File: config.mk
export PLATFORM = sky130hd
export DESIGN_NAME = intercon_wb_decoder
export DESIGN_NICKNAME = d
export VERILOG_FILES = /design/src/rtl/intercon_wb_decoder.sv
export SDC_FILE = /design/constraint.sdc
export NUM_CORES = 1
export LEC_CHECK = 0
export ABC_AREA = 0
export CAP_MARGIN = 0
export CELL_PAD_IN_SITES_DETAIL_PLACEMENT = 1
export CELL_PAD_IN_SITES_GLOBAL_PLACEMENT = 2
export CORE_ASPECT_RATIO = 0.5
export CORE_MARGIN = 3
export CORE_UTILIZATION = 11
export DETAILED_ROUTE_END_ITERATION = 7
export PLACE_DENSITY_LB_ADDON = 0.3
export SYNTH_ARGS = -nofsm -noshare
export SYNTH_HDL_FRONTEND = slang
export SYNTH_SLANG_ARGS = --single-unit
File: constraint.sdc
create_clock -name clk_i -period 2.6 [get_ports clk_i]
set_input_delay 0.52 -clock clk_i [delete_from_list [all_inputs] [get_ports clk_i]]
set_output_delay 0.52 -clock clk_i [all_outputs]
set_load 0.01 [all_outputs]
File: src/rtl/intercon_wb_decoder.sv
// intercon_wb_decoder
//   Registered Wishbone classic interconnect, one master to WB_NUM_SLAVES slaves.
//   The slave index is latched when a request is decoded. Only that slave's
//   ack/err/data reach the master. Further features:
//     - an unmapped index gives a one-cycle error;
//     - a stalled slave gives a timeout error;
//     - a slave err is passed on to the master.
// Ports
//   clk_i, rst_ni               clock, async active-low reset
//   master_{dat,we,sel,adr,cyc,stb}_i   master request
//   master_{dat,ack,err}_o              master response
//   slave_{dat,sel,adr}_o               broadcast copies of the master request
//   slave_{we,cyc,stb}_o                per-slave qualifiers, one bit per slave
//   slave_dat_i                         packed read data, slave k at [DW*k +: DW]
//   slave_{ack,err}_i                   per-slave responses
module intercon_wb_decoder #(
    parameter int WB_DATA_WIDTH      = 32,
    parameter int WB_ADDR_WIDTH      = 32,
    parameter int WB_SEL_WIDTH       = 4,
    parameter int WB_NUM_SLAVES      = 8,
    parameter int WB_NUM_SLAVES_BITS = 3,
    parameter int SLAVE_ADDRESS_BITS = 20,
    parameter int TIMEOUT_CYCLES     = 255,
    parameter int TIMEOUT_BITS       = 8
) (
    input  logic                                   clk_i,
    input  logic                                   rst_ni,
    input  logic [WB_DATA_WIDTH-1:0]               master_dat_i,
    input  logic                                   master_we_i,
    input  logic [WB_SEL_WIDTH-1:0]                master_sel_i,
    input  logic [WB_ADDR_WIDTH-1:0]               master_adr_i,
    input  logic                                   master_cyc_i,
    input  logic                                   master_stb_i,
    output logic [WB_DATA_WIDTH-1:0]               master_dat_o,
    output logic                                   master_ack_o,
    output logic                                   master_err_o,
    output logic [WB_DATA_WIDTH-1:0]               slave_dat_o,
    output logic [WB_NUM_SLAVES-1:0]               slave_we_o,
    output logic [WB_SEL_WIDTH-1:0]                slave_sel_o,
    output logic [WB_ADDR_WIDTH-1:0]               slave_adr_o,
    output logic [WB_NUM_SLAVES-1:0]               slave_cyc_o,
    output logic [WB_NUM_SLAVES-1:0]               slave_stb_o,
    input  logic [WB_DATA_WIDTH*WB_NUM_SLAVES-1:0] slave_dat_i,
    input  logic [WB_NUM_SLAVES-1:0]               slave_ack_i,
    input  logic [WB_NUM_SLAVES-1:0]               slave_err_i
);
    localparam int DW = WB_DATA_WIDTH;
    localparam int N  = WB_NUM_SLAVES;
    localparam int NB = WB_NUM_SLAVES_BITS;
    localparam int TB = TIMEOUT_BITS;

    typedef enum logic [1:0] {IDLE, BUSY, ERR} state_t;

    state_t        state;
    logic [NB-1:0] idx;
    logic [TB-1:0] cnt;

    logic [N-1:0][DW-1:0] rd;
    logic [N-1:0]         onehot;
    logic [NB-1:0]        field;
    logic                 mapped;
    logic                 sel_ack;
    logic                 sel_err;
    logic                 last;
    logic [DW-1:0]        sel_dat;

    assign slave_dat_o = master_dat_i;
    assign slave_sel_o = master_sel_i;
    assign slave_adr_o = master_adr_i;

    assign rd     = slave_dat_i;
    assign field  = master_adr_i[SLAVE_ADDRESS_BITS +: NB];
    // One extra bit so the compare also works when N == 2**NB.
    assign mapped = ({1'b0, field} < (NB+1)'(N));
    assign last   = (cnt == TB'(TIMEOUT_CYCLES - 1));

    // The one-hot decode doubles as the response select. This avoids indexing
    // with an index that may be wider than needed.
    for (genvar k = 0; k < N; k++) begin : g_onehot
        assign onehot[k] = (idx == NB'(k));
    end

    assign sel_ack = |(slave_ack_i & onehot);
    assign sel_err = |(slave_err_i & onehot);

    always_comb begin
        sel_dat = '0;
        for (int k = 0; k < N; k++)
            sel_dat = sel_dat | (rd[k] & {DW{onehot[k]}});
    end

    // The outputs depend only on the registered state and the live inputs.
    // An async reset clears the state, so the strobes drop at once.
    always_comb begin
        slave_cyc_o  = '0;
        slave_stb_o  = '0;
        slave_we_o   = '0;
        master_ack_o = 1'b0;
        master_err_o = 1'b0;
        master_dat_o = '0;
        case (state)
            BUSY: begin
                // When cyc drops the transfer is aborted, so nothing is
                // driven in either direction.
                if (master_cyc_i) begin
                    slave_cyc_o  = onehot;
                    slave_stb_o  = onehot & {N{master_stb_i}};
                    slave_we_o   = onehot & {N{master_we_i}};
                    master_ack_o = sel_ack & ~sel_err;
                    // A timeout only fires when the slave gave no answer
                    // this cycle.
                    master_err_o = sel_err | (last & ~sel_ack);
                    if (sel_ack & ~sel_err)
                        master_dat_o = sel_dat;
                end
            end
            ERR:     master_err_o = 1'b1;
            default: ;
        endcase
    end

    always_ff @(posedge clk_i or negedge rst_ni) begin
        if (!rst_ni) begin
            state <= IDLE;
            idx   <= '0;
            cnt   <= '0;
        end else begin
            case (state)
                IDLE: begin
                    if (master_cyc_i && master_stb_i) begin
                        idx <= field;
                        if (mapped) begin
                            state <= BUSY;
                            cnt   <= '0;
                        end else begin
                            state <= ERR;
                        end
                    end
                end
                BUSY: begin
                    if (!master_cyc_i || sel_ack || sel_err || last)
                        state <= IDLE;
                    else
                        cnt <= cnt + 1'b1;
                end
                ERR:     state <= IDLE;
                default: state <= IDLE;
            endcase
        end
    end
endmodule

==> impl_metrics.env <==
export IMPL_status="finished with violations"
export IMPL_failed_checks="negative setup slack"
export IMPL_vdd_ir_drop_max_mv=0.170
export IMPL_max_fo_critical_path=8
export IMPL_swShare_pct=42.1
export IMPL_clock_skew_final_ns=0.00198
export IMPL_grt_start_max_net_pins=27
export IMPL_synth_seq_cells=12
export IMPL_synth_edff_count=0
export IMPL_min_delay_worst_endpoint="cnt[5]$_DFFE_PN0P_"
export IMPL_layout_area_overhead_vs_synth_pct=117
export IMPL_min_path_type="flop to flop"
export IMPL_dp_cells=1222
export IMPL_clock_sink_count=12
export IMPL_io_buffer_count=340
export IMPL_gpl_final_weighted_congestion=0.838
export IMPL_post_synth_top_area_fraction_pct=14.3
export IMPL_hold_start="cnt[5]$_DFFE_PN0P_"
export IMPL_tritoncts="built"
export IMPL_cts_root_to_sink_buffers=2
export IMPL_power_density_cell_area_nw_per_um2=399
export IMPL_htreeDepth=1
export IMPL_fin_hold_viols=0
export IMPL_hpwl_mm=24.1
export IMPL_reg2reg_from="idx[0]$_DFFE_PN0P_"
export IMPL_crit_required_ns=2.08
export IMPL_placementRows=46
export IMPL_routed_wire_length_per_instance_um=22.5
export IMPL_floorplan_initialDensity_pct=11.3
export IMPL_final_instance_count_excl_fill=1234
export IMPL_routed_wirelength_mm=27.7
export IMPL_layout_nets=1150
export IMPL_dieHeight_um=135
export IMPL_io_pins=471
export IMPL_drt_pass1_iter_count=7
export IMPL_final_setup_worst_slack_ns=-0.139
export IMPL_synth_cell_type_count=43
export IMPL_antenna_cells_inserted=0
export IMPL_drcViolationCount=0
export IMPL_end_kind="output port"
export IMPL_path_buf_inv=4
export IMPL_synth_largest_area_cell="buf_4"
export IMPL_reg2regPathDepth=7
export IMPL_antenna_found_initial=0
export IMPL_yosys_warnings=0
export IMPL_p_sw_mw=1.32
export IMPL_synth_cell_area_um2=3630
export IMPL_seqPwrFrac_pct=7.8
export IMPL_cellInternalPower_mw=1.82
export IMPL_cells_along_the_critical_path="buf_6 > mux4_2 > mux2i_4 > nand2b_4 > buf_6 > buf_12 > a21oi_1 > buf_2"
export IMPL_floorplan_core_area_um2=32100
export IMPL_cp_arrival_ns=2.22
export IMPL_cap_viol_max_count=0
export IMPL_max_freq_ghz=0.365
export IMPL_grt_first_pass_wirelength_mm=38.5
export IMPL_path_class="flop to output port"
export IMPL_numCtsBuffers=3
export IMPL_netlist_instances=483
export IMPL_multi_input_comb_area_um2=2900
export IMPL_critPathSlowestCell="mux4_2"
export IMPL_first_global_vias=5390
export IMPL_post_route_util_pct=24.5
export IMPL_first_iter_violations=197
export IMPL_sequential_fraction_of_the_synthesis_area_pct=8.26
export IMPL_static_leakage_power_nw=3.19
export IMPL_endpoint_of_the_most_critical_register_to_register_path="cnt[6]$_DFFE_PN0P_"
export IMPL_synth_flop_cell="dfrtp_1"
export IMPL_post_cts_hold_buffer_count=0
export IMPL_post_drt_via_cell_ratio=4.01
export IMPL_share_clk_of_total_power_pct=10.2
export IMPL_fin_setup_tns_ns=-3.45
export IMPL_clk_pin_slew_ns=0.05
export IMPL_ys_top_cells_by_area="buf_4 (14%), mux2i_1 (12%), dfrtp_1 (8.3%)"
export IMPL_timing_critical_path_max_delay_family="multiplexers"
export IMPL_clock_latency_at_the_later_pin_of_the_worst_skew_pair_ns=0.24
export IMPL_die_area_um2=35400
export IMPL_globalRouteTotalUtil_pct=14.7
export IMPL_worst_hold_slack_ns=0.537
export IMPL_post_route_period_util_pct=105
export IMPL_slowest_delay_ns=0.52
export IMPL_crit_top_cell="buf_6"
export IMPL_layout_drive_gt1_share_pct=26.6
export IMPL_timing_final_max_slew_violations=0
export IMPL_grt_setup_unrepaired="true"
export IMPL_filler_cells=3775
export IMPL_layout_cells_most_common_list="clkdlybuf4s50_1 (274), buf_4 (59), mux2i_1 (41)"
export IMPL_synthesis_nets=830
export IMPL_syn_avg_cell_area_um2=7.53
export IMPL_worst_setup_path_start_kind="flop"
export IMPL_antenna_left=0
export IMPL_sequential_cell_area_um2=309
export IMPL_comb_power_share_pct=82.0
export IMPL_final_period_minus_worst_setup_slack_ns=2.74
export IMPL_max_slew_margin_rel_pct=58.7
export IMPL_grt_overflow_total=0
export IMPL_dr_total_vias=4952
export IMPL_reg2reg_slack_ns=0.23
export IMPL_tightestPinTransition_ns=0.618
export IMPL_synth_async_reset_ratio_pct=100
export IMPL_number_of_setup_violations_in_the_final_report=37
export IMPL_final_common_cell="clkdlybuf4s50_1"
export IMPL_die_w_um=263
export IMPL_hold_path_cell_count=1
export IMPL_cts_root_buf="clkbuf_16"
-- area by class of cell --
class,count,area share [%]
Timing Repair Buffer,423,51.1
Multi-Input combinational cell,359,36.8
Tap cell,432,6.86
Sequential cell,12,3.92
Clock buffer,4,1.13
Inverter,4,0.191
-- synth_stat cells, types with 13 or more instances --
master and n:
clkbuf_1 19, nand2_1 37, mux2i_1 44, mux4_2 13, o21ai_0 14, a21oi_1 39, mux2_2 18, a22oi_1 21
and2_1 21, nor2_1 50, buf_4 69
-- flip-flops by register name (all words and copies together), names as in the netlist --
register and cells:
idx 3, cnt 8, state 1
-- per-layer routing --
metal / GRT usage (%) / share of wire (%) / vias up
li1: - / - / 2364
met1: 17.0 / 39 / 2477
met2: 29.5 / 56 / 91
met3: 1.55 / 2.5 / 20
met4: 2.72 / 1.6 / 0
met5: 0 / 0 / -
-- repair_timing --
item	4_1_cts	5_1_grt
setup endpoints to repair	57	47
buffers inserted	7	3
pin swaps	4	8
cloned	1	0
gates resized for setup	218	55
-- cells by family after synthesis --
kind of cell,Yosys count,synth area share (%)
AO/OA/AOI/OAI,134,25.7
multiplexers,77,26.7
adder cells (fa/ha/maj),2,0.688
buffers and inverters,112,19.2
flip-flops,12,8.26
AND/OR/NAND/NOR,146,19.4
-- power by group through the flow --
stage	sequential, mW	clock [mW]	combinational [mW]
final	0.245	0.319	2.58
after global routing	0.249	0.339	2.78
after CTS	0.243	0.329	2.50
after detailed placement	0.248	0	2.39
after global placement	0.247	0	2.39
after floorplan	0.220	0	1.23
-- worst reg2reg max path: cells and delay by family (launching register included) --
kind | cells | cell delay, ns
compound gates | 2 | 0.56
buf+inv | 2 | 0.27
flops | 1 | 0.49
mux | 2 | 0.70
simple gates | 1 | 0.22
-- through the flow --
stage | setup slack, ns | cell area [um^2] | total power [mW]
2_1_floorplan | 0.169 | 3630 | 1.45
3_3_place_gp | -0.824 | 7520 | 2.64
3_5_place_dp | -0.832 | 7520 | 2.64
4_1_cts | -0.234 | 7690 | 3.07
5_1_grt | -0.233 | 7880 | 3.36
6_report | -0.139 | 7880 | 3.14
-- worst max-delay path by stage --
| stage | slack, ns | startpoint | endpoint | cells after the start |
|---|---|---|---|---|
| 2_1_floorplan | 0.17 | idx[1]$_DFFE_PN0P_ | slave_stb_o[7] | 7 |
| 3_3_place_gp | -0.82 | slave_err_i[2] | master_dat_o[11] | 8 |
| 3_5_place_dp | -0.83 | slave_err_i[2] | master_dat_o[3] | 8 |
| 4_1_cts | -0.23 | idx[0]$_DFFE_PN0P_ | master_dat_o[3] | 9 |
| 5_1_grt | -0.23 | idx[0]$_DFFE_PN0P_ | master_dat_o[13] | 8 |
| 6_report | -0.14 | idx[0]$_DFFE_PN0P_ | master_dat_o[4] | 8 |
Note: power is estimated with default switching activity, not from simulation.
